==> src/rtl/axi_mm2s_pkg.sv <==
// Shared definitions for the axi_mm2s family: FSM state encoding, status and
// result bit positions, and control-beat field layout.
// No ports (package).
package axi_mm2s_pkg;

    typedef enum logic [1:0] {
        S_IDLE   = 2'd0,
        S_ISSUE  = 2'd1,
        S_DRAIN  = 2'd2,
        S_RESULT = 2'd3
    } mm2s_state_t;

    // Status byte returned per chunk by axi_mm2s
    localparam int unsigned ST_ERR = 0;

    // Aggregated result byte
    localparam int unsigned RES_ERR  = 0;
    localparam int unsigned RES_WRAP = 1;

    // Control beat layout: {chunk_len[15:0], chunk_addr}
    localparam int unsigned CTL_ADDR_LSB  = 0;
    localparam int unsigned CTL_LEN_WIDTH = 16;

    // The length field sits directly above the address field.
    function automatic int unsigned ctl_len_lsb(input int unsigned addr_width);
        return addr_width;
    endfunction

endpackage

==> src/rtl/axi_mm2s_split_if.sv <==
// Stream bundle for axi_mm2s_split.
//   s_axis_req_*  : request in  {len, addr}
//   m_axis_ctl_*  : chunk command out {chunk_len[15:0], chunk_addr}
//   s_axis_st_*   : per-chunk status in (bit0 = read error)
//   m_axis_res_*  : aggregated result out
// Modport master is the splitter side, slave is the attached environment.
interface axi_mm2s_split_if #(
    parameter int unsigned C_AXI_ADDR_WIDTH = 64,
    parameter int unsigned C_REQ_LEN_WIDTH  = 32
);

    logic [C_REQ_LEN_WIDTH+C_AXI_ADDR_WIDTH-1:0]                     s_axis_req_tdata;
    logic                                                            s_axis_req_tvalid;
    logic                                                            s_axis_req_tready;

    logic [C_AXI_ADDR_WIDTH+axi_mm2s_pkg::CTL_LEN_WIDTH-1:0]         m_axis_ctl_tdata;
    logic                                                            m_axis_ctl_tvalid;
    logic                                                            m_axis_ctl_tready;

    logic [7:0]                                                      s_axis_st_tdata;
    logic                                                            s_axis_st_tvalid;
    logic                                                            s_axis_st_tready;

    logic [7:0]                                                      m_axis_res_tdata;
    logic                                                            m_axis_res_tvalid;
    logic                                                            m_axis_res_tready;

    modport master (
        input  s_axis_req_tdata, s_axis_req_tvalid,
        output s_axis_req_tready,
        output m_axis_ctl_tdata, m_axis_ctl_tvalid,
        input  m_axis_ctl_tready,
        input  s_axis_st_tdata, s_axis_st_tvalid,
        output s_axis_st_tready,
        output m_axis_res_tdata, m_axis_res_tvalid,
        input  m_axis_res_tready
    );

    modport slave (
        output s_axis_req_tdata, s_axis_req_tvalid,
        input  s_axis_req_tready,
        input  m_axis_ctl_tdata, m_axis_ctl_tvalid,
        output m_axis_ctl_tready,
        output s_axis_st_tdata, s_axis_st_tvalid,
        input  s_axis_st_tready,
        input  m_axis_res_tdata, m_axis_res_tvalid,
        output m_axis_res_tready
    );

endinterface

==> src/rtl/axi_mm2s_chunk_calc.sv <==
// Combinational chunk sizing: the next chunk is the smaller of the bytes
// remaining and the bytes left before the next C_MAX_CHUNK-aligned boundary.
//   addr_lo     in  low 16 address bits (enough for any chunk size up to 32768)
//   remaining   in  bytes still to issue
//   chunk_len   out chunk length; 32768 encodes naturally as 16'h8000
module axi_mm2s_chunk_calc #(
    parameter int unsigned C_REQ_LEN_WIDTH = 32,
    parameter int unsigned C_MAX_CHUNK     = 4096
) (
    input  logic [15:0]                addr_lo,
    input  logic [C_REQ_LEN_WIDTH-1:0] remaining,
    output logic [15:0]                chunk_len
);

    localparam logic [15:0] OFF_MASK = 16'(C_MAX_CHUNK - 1);
    localparam logic [16:0] CHUNK_SZ = 17'(C_MAX_CHUNK);

    logic [16:0] room;

    assign room = CHUNK_SZ - {1'b0, addr_lo & OFF_MASK};

    always_comb begin
        if (remaining < C_REQ_LEN_WIDTH'(room)) begin
            chunk_len = remaining[15:0];
        end else begin
            chunk_len = room[15:0];
        end
    end

endmodule

==> src/rtl/axi_mm2s_split.sv <==
// Request splitter in front of axi_mm2s. One {len, addr} request is cut into
// chunks that never cross a C_MAX_CHUNK boundary; at most C_MAX_OUTSTANDING
// chunks are in flight without a returned status. One result byte per request:
// bit0 = any chunk error, bit1 = rejected because addr+len wraps the space.
//   clk, rst_n  clock, asynchronous active-low reset
//   bus         stream bundle (master modport)
//   busy        high whenever the FSM is not idle
module axi_mm2s_split
    import axi_mm2s_pkg::*;
#(
    parameter int unsigned C_AXI_ADDR_WIDTH  = 64,
    parameter int unsigned C_REQ_LEN_WIDTH   = 32,
    parameter int unsigned C_MAX_CHUNK       = 4096,
    parameter int unsigned C_MAX_OUTSTANDING = 4
) (
    input  logic                 clk,
    input  logic                 rst_n,
    axi_mm2s_split_if.master     bus,
    output logic                 busy
);

    localparam int unsigned AW          = C_AXI_ADDR_WIDTH;
    localparam int unsigned LW          = C_REQ_LEN_WIDTH;
    localparam int unsigned OW          = $clog2(C_MAX_OUTSTANDING + 1);
    localparam int unsigned CW          = AW + CTL_LEN_WIDTH;
    localparam int unsigned CTL_LEN_LSB = ctl_len_lsb(AW);
    localparam logic [OW-1:0] OUT_MAX   = OW'(C_MAX_OUTSTANDING);

    mm2s_state_t   state_q, state_d;
    logic [AW-1:0] addr_q, addr_d;
    logic [LW-1:0] rem_q, rem_d;
    logic [OW-1:0] out_q, out_d;
    logic          err_q, err_d;
    logic          req_ready_q, req_ready_d;
    logic          ctl_valid_q, ctl_valid_d;
    logic [CW-1:0] ctl_data_q, ctl_data_d;
    logic          res_valid_q, res_valid_d;
    logic [7:0]    res_data_q, res_data_d;

    logic          req_hs, ctl_hs, st_hs, res_hs;
    logic [AW-1:0] req_addr;
    logic [LW-1:0] req_len;
    logic [AW:0]   req_end;
    logic          req_wrap;
    logic [15:0]   ctl_len_q;
    logic [15:0]   next_chunk;

    assign req_hs = req_ready_q & bus.s_axis_req_tvalid;
    assign ctl_hs = ctl_valid_q & bus.m_axis_ctl_tready;
    assign st_hs  = (out_q != '0) & bus.s_axis_st_tvalid;
    assign res_hs = res_valid_q & bus.m_axis_res_tready;

    assign req_addr = bus.s_axis_req_tdata[AW-1:0];
    assign req_len  = bus.s_axis_req_tdata[AW+LW-1:AW];

    // Reject when the request ends beyond the top of the address space:
    // addr+len > 2^AW, i.e. carry set and any low bit set.
    assign req_end  = {1'b0, req_addr} + (AW+1)'(req_len);
    assign req_wrap = req_end[AW] & (req_end[AW-1:0] != '0);

    assign ctl_len_q = ctl_data_q[CTL_LEN_LSB +: CTL_LEN_WIDTH];

    // Sized from the next-cycle addr/remaining so the registered beat is ready
    // the cycle after a handshake; the beat just accepted advances addr/remaining
    // by its own registered length.
    axi_mm2s_chunk_calc #(
        .C_REQ_LEN_WIDTH (LW),
        .C_MAX_CHUNK     (C_MAX_CHUNK)
    ) u_chunk_calc (
        .addr_lo   (addr_d[15:0]),
        .remaining (rem_d),
        .chunk_len (next_chunk)
    );

    always_comb begin
        state_d    = state_q;
        addr_d     = addr_q;
        rem_d      = rem_q;
        err_d      = err_q | (st_hs & bus.s_axis_st_tdata[ST_ERR]);
        res_valid_d = res_valid_q;
        res_data_d = res_data_q;

        unique case ({ctl_hs, st_hs})
            2'b10:   out_d = out_q + OW'(1);
            2'b01:   out_d = out_q - OW'(1);
            default: out_d = out_q;
        endcase

        case (state_q)
            S_IDLE: begin
                if (req_hs) begin
                    addr_d = req_addr;
                    rem_d  = req_len;
                    err_d  = 1'b0;
                    if (req_len == '0) begin
                        state_d     = S_RESULT;
                        res_valid_d = 1'b1;
                        res_data_d  = '0;
                    end else if (req_wrap) begin
                        state_d              = S_RESULT;
                        res_valid_d          = 1'b1;
                        res_data_d           = '0;
                        res_data_d[RES_WRAP] = 1'b1;
                    end else begin
                        state_d = S_ISSUE;
                    end
                end
            end
            S_ISSUE: begin
                if (ctl_hs) begin
                    addr_d = addr_q + AW'(ctl_len_q);
                    rem_d  = rem_q - LW'(ctl_len_q);
                    if (rem_d == '0) begin
                        state_d = S_DRAIN;
                    end
                end
            end
            S_DRAIN: begin
                if (out_d == '0) begin
                    state_d             = S_RESULT;
                    res_valid_d         = 1'b1;
                    res_data_d          = '0;
                    res_data_d[RES_ERR] = err_d;
                end
            end
            S_RESULT: begin
                if (res_hs) begin
                    state_d     = S_IDLE;
                    res_valid_d = 1'b0;
                end
            end
            default: state_d = S_IDLE;
        endcase

        ctl_valid_d = (state_d == S_ISSUE) && (out_d < OUT_MAX);
        ctl_data_d  = '0;
        ctl_data_d[CTL_ADDR_LSB +: AW]           = addr_d;
        ctl_data_d[CTL_LEN_LSB +: CTL_LEN_WIDTH] = next_chunk;
        req_ready_d = (state_d == S_IDLE);
    end

    always_ff @(posedge clk or negedge rst_n) begin
        if (!rst_n) begin
            state_q     <= S_IDLE;
            addr_q      <= '0;
            rem_q       <= '0;
            out_q       <= '0;
            err_q       <= 1'b0;
            req_ready_q <= 1'b0;
            ctl_valid_q <= 1'b0;
            ctl_data_q  <= '0;
            res_valid_q <= 1'b0;
            res_data_q  <= '0;
        end else begin
            state_q     <= state_d;
            addr_q      <= addr_d;
            rem_q       <= rem_d;
            out_q       <= out_d;
            err_q       <= err_d;
            req_ready_q <= req_ready_d;
            ctl_valid_q <= ctl_valid_d;
            ctl_data_q  <= ctl_data_d;
            res_valid_q <= res_valid_d;
            res_data_q  <= res_data_d;
        end
    end

    assign bus.s_axis_req_tready = req_ready_q;
    assign bus.m_axis_ctl_tvalid = ctl_valid_q;
    assign bus.m_axis_ctl_tdata  = ctl_data_q;
    assign bus.s_axis_st_tready  = (out_q != '0);
    assign bus.m_axis_res_tvalid = res_valid_q;
    assign bus.m_axis_res_tdata  = res_data_q;
    assign busy                  = (state_q != S_IDLE);

endmodule

==> src/flat_wrapper.sv <==
// flat-port wrapper written by rule: the top's interface ports become plain ports
module axi_mm2s_split_flat import axi_mm2s_pkg::*;
#(
    parameter int unsigned C_AXI_ADDR_WIDTH  = 64,
    parameter int unsigned C_REQ_LEN_WIDTH   = 32,
    parameter int unsigned C_MAX_CHUNK       = 4096,
    parameter int unsigned C_MAX_OUTSTANDING = 4
)
  (clk, rst_n, busy, bus_s_axis_req_tdata, bus_s_axis_req_tvalid, bus_s_axis_req_tready, bus_m_axis_ctl_tdata, bus_m_axis_ctl_tvalid, bus_m_axis_ctl_tready, bus_s_axis_st_tdata, bus_s_axis_st_tvalid, bus_s_axis_st_tready, bus_m_axis_res_tdata, bus_m_axis_res_tvalid, bus_m_axis_res_tready);
  axi_mm2s_split_if #(.C_AXI_ADDR_WIDTH(C_AXI_ADDR_WIDTH), .C_REQ_LEN_WIDTH(C_REQ_LEN_WIDTH)) bus_i ();
  input  logic clk;
  input  logic rst_n;
  output logic busy;
  input wire logic [$bits(bus_i.s_axis_req_tdata)-1:0] bus_s_axis_req_tdata;
  input wire logic [$bits(bus_i.s_axis_req_tvalid)-1:0] bus_s_axis_req_tvalid;
  output wire logic [$bits(bus_i.s_axis_req_tready)-1:0] bus_s_axis_req_tready;
  output wire logic [$bits(bus_i.m_axis_ctl_tdata)-1:0] bus_m_axis_ctl_tdata;
  output wire logic [$bits(bus_i.m_axis_ctl_tvalid)-1:0] bus_m_axis_ctl_tvalid;
  input wire logic [$bits(bus_i.m_axis_ctl_tready)-1:0] bus_m_axis_ctl_tready;
  input wire logic [$bits(bus_i.s_axis_st_tdata)-1:0] bus_s_axis_st_tdata;
  input wire logic [$bits(bus_i.s_axis_st_tvalid)-1:0] bus_s_axis_st_tvalid;
  output wire logic [$bits(bus_i.s_axis_st_tready)-1:0] bus_s_axis_st_tready;
  output wire logic [$bits(bus_i.m_axis_res_tdata)-1:0] bus_m_axis_res_tdata;
  output wire logic [$bits(bus_i.m_axis_res_tvalid)-1:0] bus_m_axis_res_tvalid;
  input wire logic [$bits(bus_i.m_axis_res_tready)-1:0] bus_m_axis_res_tready;
  assign bus_i.s_axis_req_tdata = bus_s_axis_req_tdata;
  assign bus_i.s_axis_req_tvalid = bus_s_axis_req_tvalid;
  assign bus_s_axis_req_tready = bus_i.s_axis_req_tready;
  assign bus_m_axis_ctl_tdata = bus_i.m_axis_ctl_tdata;
  assign bus_m_axis_ctl_tvalid = bus_i.m_axis_ctl_tvalid;
  assign bus_i.m_axis_ctl_tready = bus_m_axis_ctl_tready;
  assign bus_i.s_axis_st_tdata = bus_s_axis_st_tdata;
  assign bus_i.s_axis_st_tvalid = bus_s_axis_st_tvalid;
  assign bus_s_axis_st_tready = bus_i.s_axis_st_tready;
  assign bus_m_axis_res_tdata = bus_i.m_axis_res_tdata;
  assign bus_m_axis_res_tvalid = bus_i.m_axis_res_tvalid;
  assign bus_i.m_axis_res_tready = bus_m_axis_res_tready;
  axi_mm2s_split #(.C_AXI_ADDR_WIDTH(C_AXI_ADDR_WIDTH), .C_REQ_LEN_WIDTH(C_REQ_LEN_WIDTH), .C_MAX_CHUNK(C_MAX_CHUNK), .C_MAX_OUTSTANDING(C_MAX_OUTSTANDING)) u_core (.clk(clk), .rst_n(rst_n), .bus(bus_i), .busy(busy));
endmodule
==> config.mk <==
export PLATFORM = sky130hd
export DESIGN_NAME = axi_mm2s_split_flat
export DESIGN_NICKNAME = d
export VERILOG_FILES = /design/src/rtl/axi_mm2s_pkg.sv /design/src/rtl/axi_mm2s_split_if.sv /design/src/rtl/axi_mm2s_chunk_calc.sv /design/src/rtl/axi_mm2s_split.sv /design/src/flat_wrapper.sv
export SDC_FILE = /design/constraint.sdc
export NUM_CORES = 1
export LEC_CHECK = 0
export CORE_UTILIZATION = 45
export CTS_BUF_LIST = sky130_fd_sc_hd__clkbuf_4 sky130_fd_sc_hd__clkbuf_8 sky130_fd_sc_hd__clkbuf_16
export DETAILED_ROUTE_END_ITERATION = 12
export PLACE_DENSITY = 0.72
export SYNTH_ARGS = -nofsm -noshare
export SYNTH_HDL_FRONTEND = slang
export SYNTH_SLANG_ARGS = --single-unit
export TNS_END_PERCENT = 1
==> constraint.sdc <==
create_clock -name clk -period 7.1 [get_ports clk]
set_clock_uncertainty 0.1 [all_clocks]
set_input_delay 1.42 -clock clk [delete_from_list [all_inputs] [get_ports clk]]
set_output_delay 1.42 -clock clk [all_outputs]
set_load 0.05 [all_outputs]
[After elaboration in Yosys (flattened, before gate mapping)]
Cells that the tools add are included.
Operators by class
  add/subtract/negate cells: 6
  $lt $le $gt $ge: 2
  eq/ne operators: 10
  muxes and demuxes: 29
  bitwise gates (word level): 7
  reduce and logical (&&, ||, !) cells: 13
Operators by type and width (number)
  two-way mux 64 bit: 2
  one-hot mux 64 bit (2 select lines): 1
  adder 64 x 32 -> 65 bit: 1
  adder 64 x 16 -> 64 bit: 1
  logical NOT 32 bit: 2
  two-way mux 32 bit: 2
  one-hot mux 32 bit (2 select lines): 1
  nonzero test 64 bit: 1
  less-than comparator 32 x 17 -> 1 bit: 1
  two-way mux 8 bit: 4
  subtractor 32 x 16 -> 32 bit: 1
  two-way mux 16 bit: 1
  one-hot mux 8 bit (2 select lines): 1
  two-way mux 2 bit: 7
  subtractor 13 x 12 -> 14 bit, first input constant: 1
  one-hot mux 2 bit (4 select lines): 1
  two-way mux 1 bit: 7
  AND 1 bit: 6
  equality test 2 x 1 -> 1 bit, second input constant: 3
  equality test 2 bit, second input constant: 3
  inequality test 2 x 1 -> 1 bit, second input constant: 3
  one-hot mux 3 bit (2 select lines): 1
  nonzero test 3 bit: 2
  AND reduction 5 bit: 1
  other kinds (11): 13
Word-level totals
  flip-flop bits (word level): 193
  input bits: 110
  logic and storage cells: 77
  output and inout bits: 93

[Depth between registers and ports, before layout]
  word-level depth: 9
  gate-level depth with buffers: 26
  gate-level depth less buffers: 24

[By module]
Synthesis repeated with hierarchy kept, for this count alone.
Unflattened totals
  cell total of the unflattened synthesis: 1758
  area, all modules: 13126.3 um^2
Modules (own cells, without submodules)
  axi_mm2s_split: cells an instance 1657, area each 12404.4 um^2, sequential area each 3078.0 um^2, instances 1
  axi_mm2s_chunk_calc: cells an instance 101, area each 721.9 um^2, sequential area each 0.0 um^2, instances 1

[Worst setup path after synthesis]
No wires, ideal clock.
  path type: input port to flip-flop
  start point: in bus_s_axis_req_tvalid
  end point: reg u_core.ctl_data_q[75] (netlist: u_core.bus.m_axis_ctl_tdata[75])
  buffers on the path: 3
  stages on the path: 21
  setup slack: 1379 ps
  arrival: 5496 ps
  data required time: 6875 ps
  setup time: 125 ps
  cell sequence: nand3b_1 -> a21o_1 -> buf_2 -> a222oi_1 -> nand3_1 -> inv_1 -> nand4_1 -> or3_1 -> nor3_2 -> xnor2_1 -> inv_1 -> ha_1 -> nor2b_1 -> o21ai_0 -> nand2b_1 -> or4_4 -> nor4_2 -> and4_1 -> buf_6 -> buf_12 -> mux2_4
Between the ends
  cells in the longest elaborated chain, start to end: 6
  elaborated cells on any way between the ends: 8
  classes of those cells: add/sub: 1; order compare: 1; mux: 5; bitwise: 1
RTL lines
  start: declaration: RTL line flat_wrapper.sv:15  | input wire logic [$bits(bus_i.s_axis_req_tvalid)-1:0] bus_s_axis_req_tvalid;
  AND 1 bit *: RTL line axi_mm2s_split.sv:48  | assign req_hs = req_ready_q & bus.s_axis_req_tvalid;
  two-way mux 64 bit: RTL line axi_mm2s_split.sv:91  | if (req_hs) begin
  one-hot mux 64 bit (2 select lines): RTL line axi_mm2s_split.sv:89  | case (state_q)
  subtractor 13 x 12 -> 14 bit: RTL line axi_mm2s_chunk_calc.sv:20  | assign room = CHUNK_SZ - {1'b0, addr_lo & OFF_MASK};
  less-than comparator 32 x 17 -> 1 bit: RTL line axi_mm2s_chunk_calc.sv:23  | if (remaining < C_REQ_LEN_WIDTH'(room)) begin
  two-way mux 16 bit *: RTL line axi_mm2s_chunk_calc.sv:23
  net u_core.next_chunk[11]: RTL line axi_mm2s_split.sv:46  | logic [15:0] next_chunk;
  end signal: assignment: RTL line axi_mm2s_split.sv:162  | ctl_data_q <= ctl_data_d;
  end: declaration: RTL line axi_mm2s_split.sv:36  | logic [CW-1:0] ctl_data_q, ctl_data_d;
Mark *: on every way through the listed nets, which the timed path passes. The rest lies on a longest branch.
A chain may end at the register's enable or synchronous reset.

[Worst setup path in the final report]
  start point: in bus_m_axis_ctl_tready
  end point: reg u_core.ctl_data_q[74] (netlist: u_core.bus.m_axis_ctl_tdata[74])
Between the ends
  cells in the longest elaborated chain, start to end: 6
  elaborated cells on any way between the ends: 8
  classes of those cells: add/sub: 1; order compare: 1; mux: 5; bitwise: 1
RTL lines
  start: declaration: RTL line flat_wrapper.sv:19  | input wire logic [$bits(bus_i.m_axis_ctl_tready)-1:0] bus_m_axis_ctl_tready;
  AND 1 bit *: RTL line axi_mm2s_split.sv:49  | assign ctl_hs = ctl_valid_q & bus.m_axis_ctl_tready;
  two-way mux 64 bit: RTL line axi_mm2s_split.sv:110  | if (ctl_hs) begin
  one-hot mux 64 bit (2 select lines): RTL line axi_mm2s_split.sv:89
  subtractor 13 x 12 -> 14 bit: RTL line axi_mm2s_chunk_calc.sv:20
  less-than comparator 32 x 17 -> 1 bit: RTL line axi_mm2s_chunk_calc.sv:23
  two-way mux 16 bit *: RTL line axi_mm2s_chunk_calc.sv:23
  net u_core.next_chunk[10]: RTL line axi_mm2s_split.sv:46
Marked as above.

==> parameters.txt <==
Parameter                              Value

Global routing
  Remaining global-route overflow ... 0
  Met3 track demand over resource in global routing ... 8.815%
  Wire length of the first global-routing pass ... 78,380 µm
  Most congested layer reported by global routing ... met2
  Total track usage ... 35.93%
  Antenna violations before repair ... 1
  Vias in the first global route ... 13,410
  Met1 Track Usage GR ... 50.51%
  Met2 capacity usage during global routing ... 52.80%
  Largest net degree at the start of global routing ... 78

Clocking
  Clock Sinks ... 123
  Post-CTS sizing ... 0
  Number of hold buffers added after cts ... 0
  Maximum root-to-sink buffer count ... 2
  Number of buffers created by CTS ... 17
  Clock transition time at the flip-flop clock pins of the worst setup and hold paths ... 0.07 ns
  TritonCTS clock tree ... yes
  Skew-Pair Late Insertion Delay ... 0.44 ns
  Deepest level of the CTS H-tree ... 4
  Buffers inserted during post-CTS setup optimization ... 0
  Cell at the root of the clock tree ... clkbuf_16

STA
  Worst-margin pin slew ... 1.033 ns
  Slew headroom ... 30.43%
  Count of final max-slew check failures ... 0
  Unrepaired setup endpoints after global routing ... no
  Final count of negative-setup-slack endpoints ... 0
  Worst Setup Slack, final ... 0.8865 ns
  Max Clk Rate ... 0.1609 GHz
  Worst hold slack after final layout ... 0.4056 ns
  Minimum period implied by the final worst setup slack ... 6.214 ns
  Setup Total Neg Slack ... 0 ns
  Final worst-path cycle share ... 87.51%
  Fin. Hold Viols ... 0

Route
  Final Routed Wirelength ... 51,410 µm
  DRC errors left ... 0
  Vias ... 14,480
  Wirelength per Cell ... 23.57 µm
  Number of violations reported at the end of detailed-routing iteration 0 ... 1,928
  Via count normalized by instance count ... 6.638
  Antenna-violating nets left ... 0
  Pre-antenna DRT Iters ... 9

Status
  Status ... completed

Logic synthesis
  Proportion of synthesized chip area in sequential cells ... 24.61%
  Gate Count Post-Synth ... 1,642
  Cell area after synthesis ... 12,500 µm²
  Flops & latches, synth ... 123
  Most frequent cells after synthesis ... nand2_1, nor2_1, dfrtp_1, o21ai_0, a21oi_1
  Most numerous cell in the Yosys netlist ... nand2_1
  Share of flip-flops with an asynchronous set or reset ... 100.0%
  Area leader, netlist ... dfrtp_1
  Number of synthesized flops with an enable pin ... 0
  Post-Synthesis Mean Instance Area ... 7.615 µm²
  Synth Flop Type ... dfrtp_1
  Leading cell types by total area after synthesis ... dfrtp_1, ha_1, nand2_1
  Count of distinct cell types in the synthesized netlist ... 97
  Yosys top cell area share ... 24.61%
  Ys Warns ... 0

Floorplanning
  Placeable Area ... 27,100 µm²
  Die Height ... 168.7 µm
  Total number of placement rows ... 60
  Number of ports placed on the die boundary ... 203
  Die X ... 168.7 µm
  Full die area ... 28,460 µm²
  Initial core utilization ... 46.14%

Critical path
  Largest fanout on the critical path ... 13
  Start-to-end type of the worst setup path ... in -> reg
  Endpoint class of the critical path ... flop
  Required time of the critical path ... 7.33 ns
  Type of origin of the critical path ... input pin
  Delay of the slowest cell on the worst path ... 0.54 ns
  Worst Path Arrival ... 6.44 ns
  Slowest-stage cell, CP ... clkdlybuf4s50_1
  Sequence of cells on the critical path ... clkdlybuf4s50_1 > nand3_1 > a21o_1 > a221oi_1 > ha_1 > and4_1 > nand4_1 > nor3_1 > xnor2_1 > inv_1 > ha_1 > a21oi_1 > nor2b_1 > o21ai_0 > nand2b_1 > or4_4 > nor4_2 > and4_1 > buf_4 > mux2_2

Final layout
  Share of layout cells above drive strength 1 ... 5.531%
  Layout net count ... 1,987
  Fill count ... 2,526
  Final core area utilization ... 56.46%
  Area growth syn-to-layout ... 22.37%

Placement
  Buffers added on ports ... 189
  RePlAce Congestion ... 1.032
  Worst Setup Slack post-DPL ... 0.5001 ns
  HPWL after DPL ... 39,780 µm

Job
  Number of max-cap violations ... 0

Power and ir drop
  Worst vdd ir ... 407.0 µV
  Leakage power ... 6.086 nW
  Power density normalized to cell area ... 426.4 nW/µm²

Worst hold path
  Class of the tightest hold or removal check ... reg -> reg
## through the flow
| stage | power [mW] | instance area (µm²) | std cells |
|---|---|---|---|
| after floorplan | 4.214 | 12530 | 1650 |
| after detailed placement | 5.433 | 14660 | 2148 |
| after CTS | 6.437 | 15300 | 2180 |
| final | 6.525 | 15300 | 2181 |
| after global placement | 5.347 | 14660 | 2148 |
| after global routing | 6.934 | 15300 | 2181 |
## area by class of cell
cell class | instances | area [µm²] | area share [%]
repair buffers | 210 | 2047 | 13.38
inverters | 74 | 277.8 | 1.815
clock buffers | 17 | 425.4 | 2.780
multi-input cells | 1369 | 8793 | 57.47
diodes | 1 | 2.502 | 0.01635
well taps | 372 | 465.4 | 3.042
flip-flops and latches | 123 | 3078 | 20.11
clock inverters | 15 | 212.7 | 1.390
## cell families after synthesis
kind of cell	count (synthesis)	share of synthesized area, %
simple gates	673	26.81
compound gates	514	27.95
buf+inv	158	5.363
flops	123	24.61
fa+ha+maj	82	8.445
xor+xnor	64	4.483
mux	27	2.311
other cells	1	0.02999
## routing by layer
layer	vias to the layer above	wire [µm]	part of all wire (%)
met3	126	5992	12
met5	-	0	0
met2	969	21500	42
met4	0	1819	3.5
li1	6501	-	-
met1	6882	22100	43
## placed cells by master (no fill, tap or decap), types with 48 or more instances in the layout
| cell type | netlist | final |
|---|---|---|
| inv_1 | 74 | 74 |
| nand3_1 | 68 | 68 |
| nand4_1 | 56 | 56 |
| nand2_1 | 205 | 205 |
| nor2_1 | 127 | 127 |
| nor3_1 | 49 | 48 |
| o21ai_0 | 122 | 122 |
| a21oi_1 | 109 | 109 |
| dfrtp_1 | 123 | 123 |
| ha_1 | 78 | 78 |
| clkdlybuf4s50_1 | 0 | 188 |
## worst paths after layout
kind | start | to | slack [ns] | cells after the start
max | bus_m_axis_ctl_tready | u_core.bus.m_axis_ctl_tdata[74] | 0.89 | 20
min | u_core.err_q | u_core.err_q | 0.41 | 2
max reg2reg | u_core.bus.m_axis_ctl_tdata[64] | u_core.bus.m_axis_ctl_tdata[74] | 1.32 | 24
min reg2reg | u_core.err_q | u_core.err_q | 0.41 | 2
max in group asynchronous | rst_n | u_core.rem_q[7] | 4.51 | 2
min in group asynchronous | rst_n | async pin | 0.90 | 1
## worst max-delay path: cells and delay by family
| kind | cells | cell delay, ns |
|---|---|---|
| AND/OR/NAND/NOR | 9 | 1.81 |
| XOR/XNOR | 1 | 0.17 |
| buffers and inverters | 3 | 0.88 |
| AO/OA/AOI/OAI | 4 | 1.18 |
| multiplexers | 1 | 0.38 |
| adder cells (fa/ha/maj) | 2 | 0.58 |
## power breakdown
group	leakage [nW]	total (mW)	switching [mW]	internal, mW
registers	1.56	1.29	0.320	0.965
clock network	0.307	0.985	0.390	0.595
logic	4.22	4.25	2.67	1.58
total	6.09	6.52	3.38	3.14
Note: power is estimated with default switching activity, not from simulation.
